$ cat src/rtl/nmr_bstrm_cmd_loader.sv
// Packs host command words into SRAM lines and writes them to consecutive
// addresses from 0, reporting the line count and DONE, or ERR on overflow.
module nmr_bstrm_cmd_loader #(
   parameter int WORD_WIDTH        = 32,
   parameter int SRAM_ADDR_WIDTH   = 8,
   parameter int SRAM_DAT_WIDTH    = 128,
   parameter int SRAM_BYTEEN_WIDTH = 16
) (
   input  logic                         CLK,
   input  logic                         RST,
   input  logic                         START,
   input  logic [WORD_WIDTH-1:0]        DIN,
   input  logic                         DIN_VALID,
   input  logic                         DIN_LAST,
   output logic                         DIN_READY,
   output logic [SRAM_ADDR_WIDTH-1:0]   SRAM_ADDR,
   output logic                         SRAM_CS,
   output logic                         SRAM_CLKEN,
   output logic                         SRAM_WR,
   output logic [SRAM_DAT_WIDTH-1:0]    SRAM_WR_DAT,
   output logic [SRAM_BYTEEN_WIDTH-1:0] SRAM_BYTEEN,
   output logic [SRAM_ADDR_WIDTH:0]     LINES,
   output logic                         BUSY,
   output logic                         DONE,
   output logic                         ERR
);

   localparam int WPL   = SRAM_DAT_WIDTH / WORD_WIDTH;
   localparam int IDX_W = (WPL > 1) ? $clog2(WPL) : 1;

   localparam logic [IDX_W-1:0]           IDX_LAST  = IDX_W'(WPL - 1);
   localparam logic [IDX_W-1:0]           IDX_ONE   = IDX_W'(1);
   localparam logic [SRAM_ADDR_WIDTH-1:0] ADDR_ONE  = SRAM_ADDR_WIDTH'(1);
   localparam logic [SRAM_ADDR_WIDTH-1:0] ADDR_FULL = {SRAM_ADDR_WIDTH{1'b1}};
   localparam logic [SRAM_ADDR_WIDTH:0]   LINES_ONE = (SRAM_ADDR_WIDTH + 1)'(1);

   typedef enum logic [2:0] {
      IDLE    = 3'd0,
      COLLECT = 3'd1,
      WRITE   = 3'd2,
      DONE_S  = 3'd3,
      ERR_S   = 3'd4
   } state_t;

   state_t                     state_r;
   logic [SRAM_ADDR_WIDTH-1:0] addr_r;
   logic [IDX_W-1:0]           word_idx_r;
   logic [SRAM_DAT_WIDTH-1:0]  line_r;
   logic                       last_flag_r;
   logic [SRAM_DAT_WIDTH-1:0]  line_next_s;

   // Line buffer with the incoming word merged into the current lane.
   always_comb begin
      line_next_s = line_r;
      for (int i = 0; i < WPL; i++) begin
         if (word_idx_r == IDX_W'(i)) begin
            line_next_s[i*WORD_WIDTH +: WORD_WIDTH] = DIN;
         end else begin
            line_next_s[i*WORD_WIDTH +: WORD_WIDTH] = line_r[i*WORD_WIDTH +: WORD_WIDTH];
         end
      end
   end

   // Session FSM; every output is a register updated alongside the state.
   always_ff @(posedge CLK) begin
      if (RST) begin
         state_r     <= IDLE;
         addr_r      <= '0;
         word_idx_r  <= '0;
         line_r      <= '0;
         last_flag_r <= 1'b0;
         DIN_READY   <= 1'b0;
         SRAM_ADDR   <= '0;
         SRAM_CS     <= 1'b0;
         SRAM_CLKEN  <= 1'b0;
         SRAM_WR     <= 1'b0;
         SRAM_WR_DAT <= '0;
         SRAM_BYTEEN <= '0;
         LINES       <= '0;
         BUSY        <= 1'b0;
         DONE        <= 1'b0;
         ERR         <= 1'b0;
      end else begin
         case (state_r)
            IDLE, DONE_S, ERR_S: begin
               if (START) begin
                  state_r    <= COLLECT;
                  addr_r     <= '0;
                  word_idx_r <= '0;
                  line_r     <= '0;
                  LINES      <= '0;
                  DIN_READY  <= 1'b1;
                  BUSY       <= 1'b1;
                  DONE       <= 1'b0;
                  ERR        <= 1'b0;
               end
            end
            COLLECT: begin
               if (DIN_VALID && DIN_READY) begin
                  line_r <= line_next_s;
                  if ((word_idx_r == IDX_LAST) || DIN_LAST) begin
                     // The merged line goes straight to the SRAM port, so the write lands one cycle after the accept.
                     state_r     <= WRITE;
                     last_flag_r <= DIN_LAST;
                     DIN_READY   <= 1'b0;
                     SRAM_ADDR   <= addr_r;
                     SRAM_CS     <= 1'b1;
                     SRAM_CLKEN  <= 1'b1;
                     SRAM_WR     <= 1'b1;
                     SRAM_WR_DAT <= line_next_s;
                     SRAM_BYTEEN <= {SRAM_BYTEEN_WIDTH{1'b1}};
                  end else begin
                     word_idx_r <= word_idx_r + IDX_ONE;
                  end
               end
            end
            WRITE: begin
               SRAM_CS     <= 1'b0;
               SRAM_CLKEN  <= 1'b0;
               SRAM_WR     <= 1'b0;
               SRAM_BYTEEN <= '0;
               LINES       <= LINES + LINES_ONE;
               if (last_flag_r) begin
                  state_r <= DONE_S;
                  BUSY    <= 1'b0;
                  DONE    <= 1'b1;
               end else if (addr_r == ADDR_FULL) begin
                  state_r <= ERR_S;
                  BUSY    <= 1'b0;
                  ERR     <= 1'b1;
               end else begin
                  state_r    <= COLLECT;
                  addr_r     <= addr_r + ADDR_ONE;
                  word_idx_r <= '0;
                  line_r     <= '0;
                  DIN_READY  <= 1'b1;
               end
            end
            default: begin
               state_r    <= IDLE;
               DIN_READY  <= 1'b0;
               SRAM_CS    <= 1'b0;
               SRAM_CLKEN <= 1'b0;
               SRAM_WR    <= 1'b0;
               BUSY       <= 1'b0;
            end
         endcase
      end
   end

endmodule

$ cat config.mk
export PLATFORM = sky130hd
export DESIGN_NAME = nmr_bstrm_cmd_loader
export DESIGN_NICKNAME = d
export VERILOG_FILES = /design/src/rtl/nmr_bstrm_cmd_loader.sv
export SDC_FILE = /design/constraint.sdc
export NUM_CORES = 1
export LEC_CHECK = 0
export CAP_MARGIN = 20
export CORE_MARGIN = 8
export CORE_UTILIZATION = 40
export CTS_CLUSTER_DIAMETER = 30
export DETAILED_ROUTE_END_ITERATION = 10
export PLACE_DENSITY_LB_ADDON = 0.08
export REMOVE_ABC_BUFFERS = 1
export SLEW_MARGIN = 5
export SYNTH_ARGS = -nofsm -noshare
export SYNTH_HDL_FRONTEND = slang
export SYNTH_SLANG_ARGS = --single-unit
$ cat constraint.sdc
create_clock -name CLK -period 1.7 [get_ports CLK]
set_input_delay 0.34 -clock CLK [delete_from_list [all_inputs] [get_ports CLK]]
set_output_delay 0.34 -clock CLK [all_outputs]
set_load 0.005 [all_outputs]
==> run summary, run 1 <==
The flow ran to the end, but the final reports show violations. The checks that failed: setup timing. The number of slew-limit violations in the final report came out at 0. Leaving out fill and tap cells, the most frequent cell in the layout is dfxtp_1. The area of combinational cells with multiple inputs is roughly 7700 um2. The part of the power in the clock network came out at about 62%. Across all layers, the routed design uses 13,800 vias. The core area is 32,400 um2. The worst ir drop on vdd is 0.817 mV. The simple-gate area share of the yosys netlist came out at about 8.1%. The number of buffers added on ports is 204. The portion of total power attributed to combinational logic is approximately 7.9%. Along the worst hold path, the cell count comes to 2.

STA classifies the critical path endpoint as a flip-flop. The total DRC errors in the routed layout came out at 0. The worst setup path is launched from a flip-flop. The final clock period utilization by the worst path is 114%. The launch point of the worst reg-to-reg path is state_r[1]$_SDFFE_PP0P_. The via count of the first global-routing pass came out at approximately 14,000.

The total I/O pin count is 205. Once placement finished, the instance area stood at about 17,000 um2. The sequential area share after synthesis came out at between 40 and 50%. The CTS H-tree depth is 3. The net switching share of the total power is a little under a quarter. The die is about 200 um wide. The critical path data required time is 2.14 ns. The final cell utilization of the core came out at a little under three quarters. The post-synthesis average cell area came out at 9.08 um2. The top cell type's share of synthesized area came out at 44.8%. The average wire per cell in the routed design came out at roughly 23 um. Of the total synthesized cell area, the portion taken by full adders, half adders and majority gates is less than 1%. The final RePlAce weighted congestion is between 0.8 and 0.9.

The clock arrives with 0.0359 ns of skew. The net switching power figure came out at 0.00545 W. In this run the remaining antenna-violating nets after routing total 0.

The worst-case clock buffer depth is 3. The number of buffers added by the clock tree synthesis step is between 70 and 80. The sum of overflow across all layers after global routing came out at 0. TritonCTS built the clock tree. Setup repair after global routing could not meet its margin everywhere. Setup violations remaining at the end of the flow were counted as 271. The number of library cell types mapped by synthesis is 55. The register clock-pin slew on the reported worst setup and hold paths came out at around 0.04 ns. The portion of synthesized area spent on multiplexers is roughly a tenth. Synthesis produced a netlist whose cell count is roughly 1,400.

The number of inserted diodes is 0. The minimum period implied by the final worst setup slack came out at a little under 2 ns. The number of enable flip-flop cells after synthesis came out at 0.

By area the synthesized netlist is led by dfxtp_1 (45%), a21oi_1 (10%), mux2i_1 (9.9%). In the final design database the tool counted between 1,500 and 2,000 nets. The predominant post-synthesis flop cell is dfxtp_1. Derived from the worst setup path, the maximum achievable clock frequency is around 0.51 GHz.

The leakage component of the power is 8.70 nW. The biggest area contributor in the post-synthesis netlist is dfxtp_1. The die is 197 um tall. The total half-perimeter wirelength after legalization and detailed placement came out at between 20,000 and 30,000 um. Global routing used between 20% and 30% of the available tracks across all layers.

Across all register-to-register paths, the minimum setup slack is -0.25 ns. For this configuration, the core starts out at a cell density of between 40% and 50%. Summing the areas of all compound-gate instances in the mapped netlist gives between 20% and 30% of the synthesized area. The critical path in this run is classified as reg2reg. The total power came out at ~0.024 W. The maximum number of pins on one net before global-route repair is between 70 and 80. The total count of hold-check failures in the final report is 0. The worst register-to-register path has a depth of 8.

The cell area after synthesis came out at approximately 13,000 um2. In this run the worst hold path is classified as in2reg. The wire length reported by the detailed router came out at 53,900 um. The number of DRC violations after detailed-routing iteration 0 is between 1,000 and 1,500.

The later pin in the worst-skew pair is clocked with a latency of between 0.5 and 0.6 ns. The initialized floorplan defines between 60 and 70 standard-cell rows. The die covers 38,800 um2.

The worst slew margin relative to its limit came out at between 50 and 60%. The most critical setup path has its startpoint at state_r[1]$_SDFFE_PP0P_. After synthesis, the largest family of logic cells by area is compound AO/OA/AOI/OAI gates. The critical path arrival came out at between 2 and 2.5 ns.

The first-pass iteration count of the detailed router is 5. Once layout is done, the placed cells without fillers occupy approximately 23,000 um2. Compared with the post-synthesis result, the final layout area differs by 76.6%. The library cells used most frequently in the layout, excluding fill and tap cells, are dfxtp_1 (273), dlygate4sd2_1 (167), a21oi_1 (148). In this run the worst setup path terminates at line_r[84]$_SDFFE_PP0P_. The synthesized netlist devotes 0% of its cell area to XOR and XNOR gates. The power per standard cell area came out at between 1000 and 1500 nW/um2. The number of sinks on the clock net is about 290. The number of max-cap violations came out at 0. The ratio of routed vias to standard cells is between 5 and 6.

The count of fill cells added during filler insertion came out at about 2,300. The cell sitting at the root of the clock tree is a clkbuf_16. The first global-routing pass estimated slightly below 80,000 um of wire. The internal power component came out at around 0.018 W. The number of hold-repair buffers added at the cts stage is 0.

The number of warning messages in the yosys log is 0. The share of synthesized registers carrying an async set or reset is 0%. The number of antenna violations at the first check in global routing came out at 1. Registers are responsible for between 20 and 30% of the overall power. The final worst setup slack came out at -0.246 ns. The slew of the pin with the lowest slew margin is between 0.7 and 0.8 ns. The number of register bits inferred by synthesis is 293. The critical-path maximum fanout is 6.

The end of the worst register-to-register path is line_r[84]$_SDFFE_PP0P_. Of the cells placed in the final design, the portion with a size suffix greater than 1 is 37.4%. The area occupied by registers came out at approximately 5900 um2.
## routing by layer
layer / wire length [um] / GRT usage [%]
met4: 1610 / 9.50
met5: 11 / 0
met1: 22400 / 33.2
met2: 25400 / 41.2
met3: 4500 / 5.24
## area by class of cell
class                   count  area share [%]
inverters                   5          0.0811
clock inverters            30            2.41
repair buffers            508            27.5
multi-input cells         941            33.3
clock buffers              99            8.88
flip-flops and latches    293            25.5
well taps                 442            2.39
## power by group through the flow
stage / registers (W) / clock network (W) / logic (W)
2_1_floorplan: 0.00714 / 0 / 0.000391
3_3_place_gp: 0.00714 / 0 / 0.00138
3_5_place_dp: 0.00714 / 0 / 0.00139
5_1_grt: 0.00702 / 0.0152 / 0.00194
4_1_cts: 0.00702 / 0.0148 / 0.00170
6_report: 0.00702 / 0.0147 / 0.00186
## through the flow
step                setup WS (ns)  TNS (ns)  hold WS, ns  instances
floorplan                   -8.53  -1754.55        0.409       1239
global placement           -0.516   -124.97        0.444       2056
detailed placement         -0.572   -130.66        0.448       2056
CTS                        -0.147     -8.60        0.138       2284
global route               -0.278    -46.10        0.184       2318
finish                     -0.246    -25.29        0.169       2318
## state kept, by name, indices dropped and copies added, names as in the netlist
name / flops
ERR: 1
last_flag_r: 1
LINES: 9
SRAM_WR: 1
BUSY: 1
SRAM_ADDR: 8
DONE: 1
DIN_READY: 1
addr_r: 8
word_idx_r: 2
SRAM_BYTEEN: 1
SRAM_WR_DAT: 128
line_r: 128
state_r: 3
## what timing repair did
item                                    4_1_cts  5_1_grt
gates cloned                                 46       15
pin swaps                                   141      163
resized for setup                           397      215
buffers inserted                             57       35
endpoints found under the setup margin      440      276
## cell families after synthesis
group,Yosys count
AO/OA/AOI/OAI,579
flip-flops,293
AND/OR/NAND/NOR,227
buffers and inverters,209
multiplexers,129
adder cells (fa/ha/maj),6
## cell usage after synthesis (3+ instances only)
cell,instances
nand3_1,6
nand2_1,30
a41oi_1,3
buf_4,25
buf_2,60
a21oi_1,263
o31ai_1,3
clkbuf_1,115
nand4_1,3
dfxtp_1,293
a211oi_1,133
inv_1,5
nor2_1,146
a31oi_1,20
nor3b_2,4
o21ai_0,6
a311oi_1,132
nand2b_1,5
nor2b_1,4
mux2i_1,129
ha_1,6
buf_1,3
nor3_1,6
and3_1,5
## worst max-delay path, stage by stage, from the launching register on
cell,delay [ns]
dfxtp_4,0.36
nand4b_4,0.22
buf_12,0.18
nor3b_4,0.22
buf_6,0.15
buf_12,0.13
buf_16,0.15
a21oi_2,0.07
a311oi_1,0.33
## how the worst min path moves through the flow
stage | from | to
floorplan | RST | ERR$_SDFFE_PP0P_
global placement | SRAM_ADDR[3]$_SDFFE_PP0P_ | SRAM_ADDR[3]$_SDFFE_PP0P_
detailed placement | SRAM_ADDR[6]$_SDFFE_PP0P_ | SRAM_ADDR[6]$_SDFFE_PP0P_
CTS | RST | SRAM_WR$_SDFFE_PP0P_
global route | RST | state_r[1]$_SDFFE_PP0P_
finish | RST | SRAM_WR$_SDFFE_PP0P_
No activity file was read; power rests on OpenSTA's default activity.
==> run 2: changes to the inputs <==
--- a/config.mk
+++ b/config.mk
@@ -12,7 +12,7 @@
 export DETAILED_ROUTE_END_ITERATION = 10
 export PLACE_DENSITY_LB_ADDON = 0.08
 export REMOVE_ABC_BUFFERS = 1
-export SLEW_MARGIN = 5
+export SLEW_MARGIN = 20
 export SYNTH_ARGS = -nofsm -noshare
 export SYNTH_HDL_FRONTEND = slang
 export SYNTH_SLANG_ARGS = --single-unit
==> constraint.sdc (replaced) <==
create_clock -name CLK -period 1.6 [get_ports CLK]
set_input_delay 0.32 -clock CLK [delete_from_list [all_inputs] [get_ports CLK]]
set_output_delay 0.32 -clock CLK [all_outputs]
set_load 0.005 [all_outputs]
==> run 2 against run 1 <==
Effect of this change:
- largest power group unchanged
- the flow still finishes with violations (setup timing)
- register-to-register slack worse by 0.04 ns
- die area is the same
- combinational power rose by 11%
==> run summary, run 2 (synthesized netlist as in run 1, its figures left out) <==
The remaining antenna violation count is 0 (unchanged). The maximum number of pins on one net before global-route repair came to 71 (-6.6%). The most numerous cell type found on the critical path is buf_12. The tightest hold margin was 0.199 ns (+0.0295 ns).

The clock latency reported for the late side of the worst-skew pair came out at 0.56 ns (about the same). The CTS H-tree depth is 3 (unchanged). The wire length reported by the detailed router came out at 51,900 um (-3.8%). The slowest stage of the critical path is the dfxtp_4 cell.

The number of vias after detailed routing came out at 13,700 (-0.71%). The number of slew-limit violations in the final report came out at 0 (unchanged). The critical-path maximum fanout came out at 8 (+2). TritonCTS built the clock tree.

The total I/O pin count was 205 (unchanged). The number of antenna violations at the first check in global routing is 1 (unchanged). The number of inserted diodes came out at 0 (unchanged). The flow ran to the end, but the final reports show violations. The total power is 0.0245 W (+4.3%). The critical path data required time was 2.04 ns (-0.10 ns). The worst slew margin relative to its limit is 68.7% (+16 points). The number of DRC violations after detailed-routing iteration 0 is 988 (-8.8%).

The final setup violation count was 286 (+5.5%). The total half-perimeter wirelength after legalization and detailed placement is 27,100 um (-1.0%). The slew of the pin with the lowest slew margin came out at 0.468 ns (-0.242 ns). The via count of the first global-routing pass is 13,100 (-3.5%). By startpoint and endpoint, the worst setup path is classified as reg2reg. Setup repair after global routing could not meet its margin everywhere. The initial standard-cell utilization of the core was 40.5% (unchanged). The core area came to 32,400 um2 (unchanged). The die span in x came to 197 um (unchanged).

Leaving out fill and tap cells, the most frequent cells in the layout are dfxtp_1 (269), a21oi_1 (200), dlygate4sd2_1 (152). The worst setup skew after layout came out at 0.0158 ns (-0.0201 ns). The tightest min-delay check is of the in2reg type. The number of buffers added on ports was 204 (unchanged).

The full die area came out at 38,800 um2 (unchanged). The global-route total usage across every layer is 24.0% (-1.5 points). The total DRC errors in the routed layout is 0 (unchanged). STA classifies the critical path startpoint as a flip-flop. The largest registers in the layout are SRAM_WR_DAT (128), line_r (128), LINES (9). The number of max-cap violations came out at 0 (unchanged). The worst stage delay on the critical path came out at 0.35 ns (about the same). The final clock period utilization by the worst path is 118% (+3.6 points). The wire length of the first global-routing pass came out at 75,800 um (-4.7%).

The ratio of routed vias to standard cells is 5.89 (-0.80%). The sum of overflow across all layers after global routing is 0 (unchanged). The number of buffers added by the clock tree synthesis step came out at 70 (-2.8%). The leakage component of the power is 8.87 nW (+1.9%). The final instance count without filler cells was 2,320 (+0.086%). The fmax is 0.529 GHz (+3.0%). The nature of the critical path endpoint is a flip-flop. The library cell used most frequently in the layout, excluding fill and tap cells, is dfxtp_1.

The number of buffers and inverters on the critical path is 5 (+1). The height of the die is 197 um (unchanged). The number of rows in the core area was 66 (unchanged). The first-pass iteration count of the detailed router came out at 6 (+1).

The minimum period implied by the final worst setup slack came out at 1.89 ns (-0.0569 ns). In this run the clock root is driven by a clkbuf_16. From synthesis to final layout, the design area changed by 79.5%. The fraction of layout instances using a drive strength above 1 came out at 43.1% (+5.7 points). The layout net count came out at 1,868 (+0.21%). The critical path arrival is 2.33 ns (-0.05 ns). The power per standard cell area came to 1040 nW/um2 (+2.6%). Walking the worst path, the cells encountered are buf_12, nor2b_4, o32ai_2, buf_4, a21oi_4, buf_12, buf_8, clkbuf_16, a311oi_1. The register clock-pin slew on the reported worst setup and hold paths was 0.05 ns (about the same). The final worst setup slack is -0.289 ns (-0.0431 ns). On the critical path the largest part of the delay comes from buffers and inverters. The pre-CTS worst setup slack came to -0.648 ns (-0.0755 ns). The total count of hold-check failures in the final report came out at 0 (unchanged). The average wire per cell in the routed design was 22.4 um (-3.9%). The final RePlAce weighted congestion came out at 0.791 (-1.3%).

The worst ir drop on vdd is 1.03 mV (+26%). The number of sinks on the clock net came out at 293 (unchanged). The total instance count after detailed placement is 2,066 (+0.49%). The checks that failed: setup timing. The worst-case clock buffer depth came to 3 (unchanged).
==> run 2: cell count changes in the layout (fill, tap and decap cells not counted), moves of 28 or more <==
cell	change
a211oi_2	+80
a211oi_1	-80
a21oi_1	+52
nor2_2	+47
a21oi_2	-36
nor2_1	-75
nor2_4	+28
==> run 2: repair_timing <==
action / 4_1_cts / 5_1_grt
gates resized for setup: 497 / 297
hold buffers: 0 / 0
setup buffers: 70 / 25
endpoints found under the hold margin: 0 / 0
gates cloned: 41 / 18
setup endpoints to repair: 453 / 300
pin swaps: 139 / 159
==> run 2: where the power goes <==
group	internal [W]	switching, W
registers	0.00740	0.0000586
clock network	0.0106	0.00446
logic	0.00100	0.00107
==> run 2: worst paths after layout <==
kind / slack (ns) / cells after the start / startpoint / endpoint
hold / removal: 0.20 / 2 / RST / SRAM_WR_DAT[114]$_SDFFE_PP0P_
setup reg to reg: -0.29 / 9 / state_r[0]$_SDFFE_PP0P_ / line_r[30]$_SDFFE_PP0P_
setup / recovery: -0.29 / 9 / state_r[0]$_SDFFE_PP0P_ / line_r[30]$_SDFFE_PP0P_
hold reg to reg: 0.45 / 2 / SRAM_ADDR[2]$_SDFFE_PP0P_ / SRAM_ADDR[2]$_SDFFE_PP0P_
==> run 2: per-layer routing <==
metal | share of wire, % | GRT usage (%) | up-vias
met1 | 43 | 31.5 | 6738
met4 | 3.0 | 7.80 | 2
li1 | - | - | 6249
met2 | 48 | 39.4 | 541
met3 | 6.3 | 4.54 | 129
met5 | 0.025 | 0 | -
==> run 2: per-stage QoR <==
| stage | TNS (ns) | utilization (%) | instance area [um2] |
|---|---|---|---|
| final | -41.30 | 72.6 | 23500 |
| after global routing | -59.92 | 72.6 | 23500 |
| after CTS | -35.63 | 68.3 | 22100 |
| after detailed placement | -154.91 | 52.6 | 17000 |
| after global placement | -140.75 | 52.6 | 17000 |
| after floorplan | -1782.66 | - | 12200 |
==> run 2: final cells by class <==
cell class              count  area [um2]
multi-input cells         941        7990
clock buffers              90        1930
fillers                  2246        8860
flip-flops and latches    293        5900
well taps                 442         553
repair buffers            514        6570
inverters                   5        18.8
clock inverters            35         554
==> run 3: changes to the inputs <==
--- a/config.mk
+++ b/config.mk
@@ -5,6 +5,7 @@
 export SDC_FILE = /design/constraint.sdc
 export NUM_CORES = 1
 export LEC_CHECK = 0
+export ABC_CLOCK_PERIOD_IN_PS = 1600
 export CAP_MARGIN = 20
 export CORE_MARGIN = 8
 export CORE_UTILIZATION = 40
==> results of run 3 <==
Same layout as run 2: the final DEF is identical, and so are final timing and power.
==> RTL edit, RTL diff (settings of run 3) <==
Put one more register stage on the output `ERR`, cleared by the reset. The value now appears one clock later. The other outputs are not delayed to match.
--- a/src/rtl/nmr_bstrm_cmd_loader.sv
+++ b/src/rtl/nmr_bstrm_cmd_loader.sv
@@ -43,4 +43,6 @@
    } state_t;
 
+   logic ERR_s0;
+
    state_t                     state_r;
    logic [SRAM_ADDR_WIDTH-1:0] addr_r;
@@ -80,5 +82,5 @@
          BUSY        <= 1'b0;
          DONE        <= 1'b0;
-         ERR         <= 1'b0;
+         ERR_s0      <= 1'b0;
       end else begin
          case (state_r)
@@ -93,5 +95,5 @@
                   BUSY       <= 1'b1;
                   DONE       <= 1'b0;
-                  ERR        <= 1'b0;
+                  ERR_s0     <= 1'b0;
                end
             end
@@ -128,5 +130,5 @@
                   state_r <= ERR_S;
                   BUSY    <= 1'b0;
-                  ERR     <= 1'b1;
+                  ERR_s0  <= 1'b1;
                end else begin
                   state_r    <= COLLECT;
@@ -149,4 +151,12 @@
    end
 
+   always_ff @(posedge CLK) begin
+      if (RST) begin
+         ERR <= '0;
+      end else begin
+         ERR <= ERR_s0;
+      end
+   end
+
 endmodule
 
Check against the original RTL: not settled (the Yosys comparison gave no result); the edit may change what the design does.
==> RTL edit against run 3 <==
  * The run still ends with setup timing left
  * Sequential share of layout area increased by 0.37 points
  * Non-clock buffer count shrank 42
  * Area after synthesis grew 0.36%
  * Routed wire length is 2.0% higher
  * Sequential cell count up 1
  * Final area shrank 1.3%
  * Cell count fell by 0.95%
  * Critical path depth shrank 1
  * First-iteration DRC count rose by 7.5%
  * Total power grew 3.9%
  * Setup slack lost 0.075 ns
  * Clock skew rose by 0.019 ns
  * Largest power group unchanged
==> RTL edit: results (changes against run 3) <==
* Outcome: complete, but fails checks
* Failing checks: setup timing
* Worst Setup SP: state_r[1]
* Iteration count of the initial detailed-routing pass at 5 (-1)
* Min-delay worst type: register to register
* Gr usage total at 21.63% (-2.4 points)
* Clk_lat worst skew at 0.59 ns (+0.03 ns)
* Post-DP HPWL at 26320 µm (-2.8%)
* Layout cell share with drive strength beyond 1 at 38.04% (-5.0 points)
* GR Layer Usage met2 at 33.45% (-6.0 points)
* Worst Path Arrival at 2.42 ns (+0.09 ns)
* Worst IR Drop VDD at 0.0008627 V (-16%)
* Slew @ Worst Pin at 0.4493 ns (-0.01857 ns)
* Worst Hold Depth at 1 (-1)
* Final Setup Violations at 394 (+38%)
* RR Endpoint: line_r[71]
* Routed vias at 13677 (+0.13%)
* Leakage at 0.008081 µW (-8.9%)
* Synth top cells by count: dfxtp_1 (294), a21oi_1 (241), clkbuf_1 (164)
* Hold slack at 0.4554 ns (+0.2567 ns)
* Grt met3 use at 4.293% (-0.24 points)
* First-pass GRT wire length at 68990 µm (-9.0%)
* Placement-stage worst setup slack at -0.6439 ns (+0.004036 ns)
* Pin count of the biggest net entering global routing at 67 (-5.6%)
* GPL Wtd Cong at 0.7914 (about the same)
* Final WL at 52910 µm (+2.0%)
* Fin worst setup slack at -0.3638 ns (-0.07492 ns)
* Worst-path maximum fanout at 6 (-2)
* R2R cell count at 8 (-1)
* Vias in the first global route at 12335 (-5.7%)
* Initial DRC count at 1062 (+7.5%)
* TritonCTS buffer count at 75 (+7.1%)
* Met1 Use GR at 28.87% (-2.6 points)
* Initial antenna violation count at 0 (-1)
* Distinct cells, synth at 47 (-15%)
## RTL edit: cell families (layout without fill, tap and decap cells)
| logic type | Yosys count | in the layout | synth area share, % |
|---|---|---|---|
| AO/OA/AOI/OAI | 575 | 575 | 29.08 |
| multiplexers | 137 | 137 | 10.43 |
| AND/OR/NAND/NOR | 229 | 229 | 8.147 |
| buffers and inverters | 217 | 614 | 6.938 |
| flip-flops | 294 | 294 | 44.77 |
| XOR/XNOR | 1 | 1 | 0.06663 |
| adder cells (fa/ha/maj) | 6 | 6 | 0.5710 |
## RTL edit: timing repair
action,4_1_cts,5_1_grt
endpoints found under the setup margin,448,417
setup buffers,16,27
gates resized for setup,114,359
hold buffers,1,0
gates cloned,8,48
pin swaps,39,237
endpoints found under the hold margin,3,0
## RTL edit: cell type report
cell class	instances	area [µm²]
well taps	442	553.0
inverters	6	22.52
clock buffers	105	2210
multi-input cells	948	7878
repair buffers	472	6082
flip-flops and latches	294	5916
clock inverters	31	558.0
fillers	2312	9235
## RTL edit: power by group
group	internal, µW	switching [µW]	leakage (µW)
registers	7410	45.1	0.00238
clock network	11400	4860	0.00135
logic	774	998	0.00435
## RTL edit: per-stage QoR
stage	std cells	utilization (%)	instance area (µm²)	power, µW
after CTS	2226	62.57	20310	25360
after global placement	2065	52.61	17070	9072
after global routing	2298	71.54	23220	26130
final	2298	71.54	23220	25500
after detailed placement	2065	52.61	17070	9078
after floorplan	1248	-	12260	8009
## RTL edit: layer usage
layer	wire length (µm)	vias to the layer above
li1	-	6228
met1	22720	6733
met2	24240	580
met3	3839	136
met4	2106	0
met5	0	-
## RTL edit: worst min-delay path by stage
| stage | from | endpoint |
|---|---|---|
| finish | ERR_s0 | ERR |
| global route | ERR_s0 | ERR |
| CTS | ERR_s0 | ERR |
| detailed placement | ERR_s0 | ERR |
| global placement | LINES[8] | LINES[8] |
| floorplan | RST | LINES[2] |
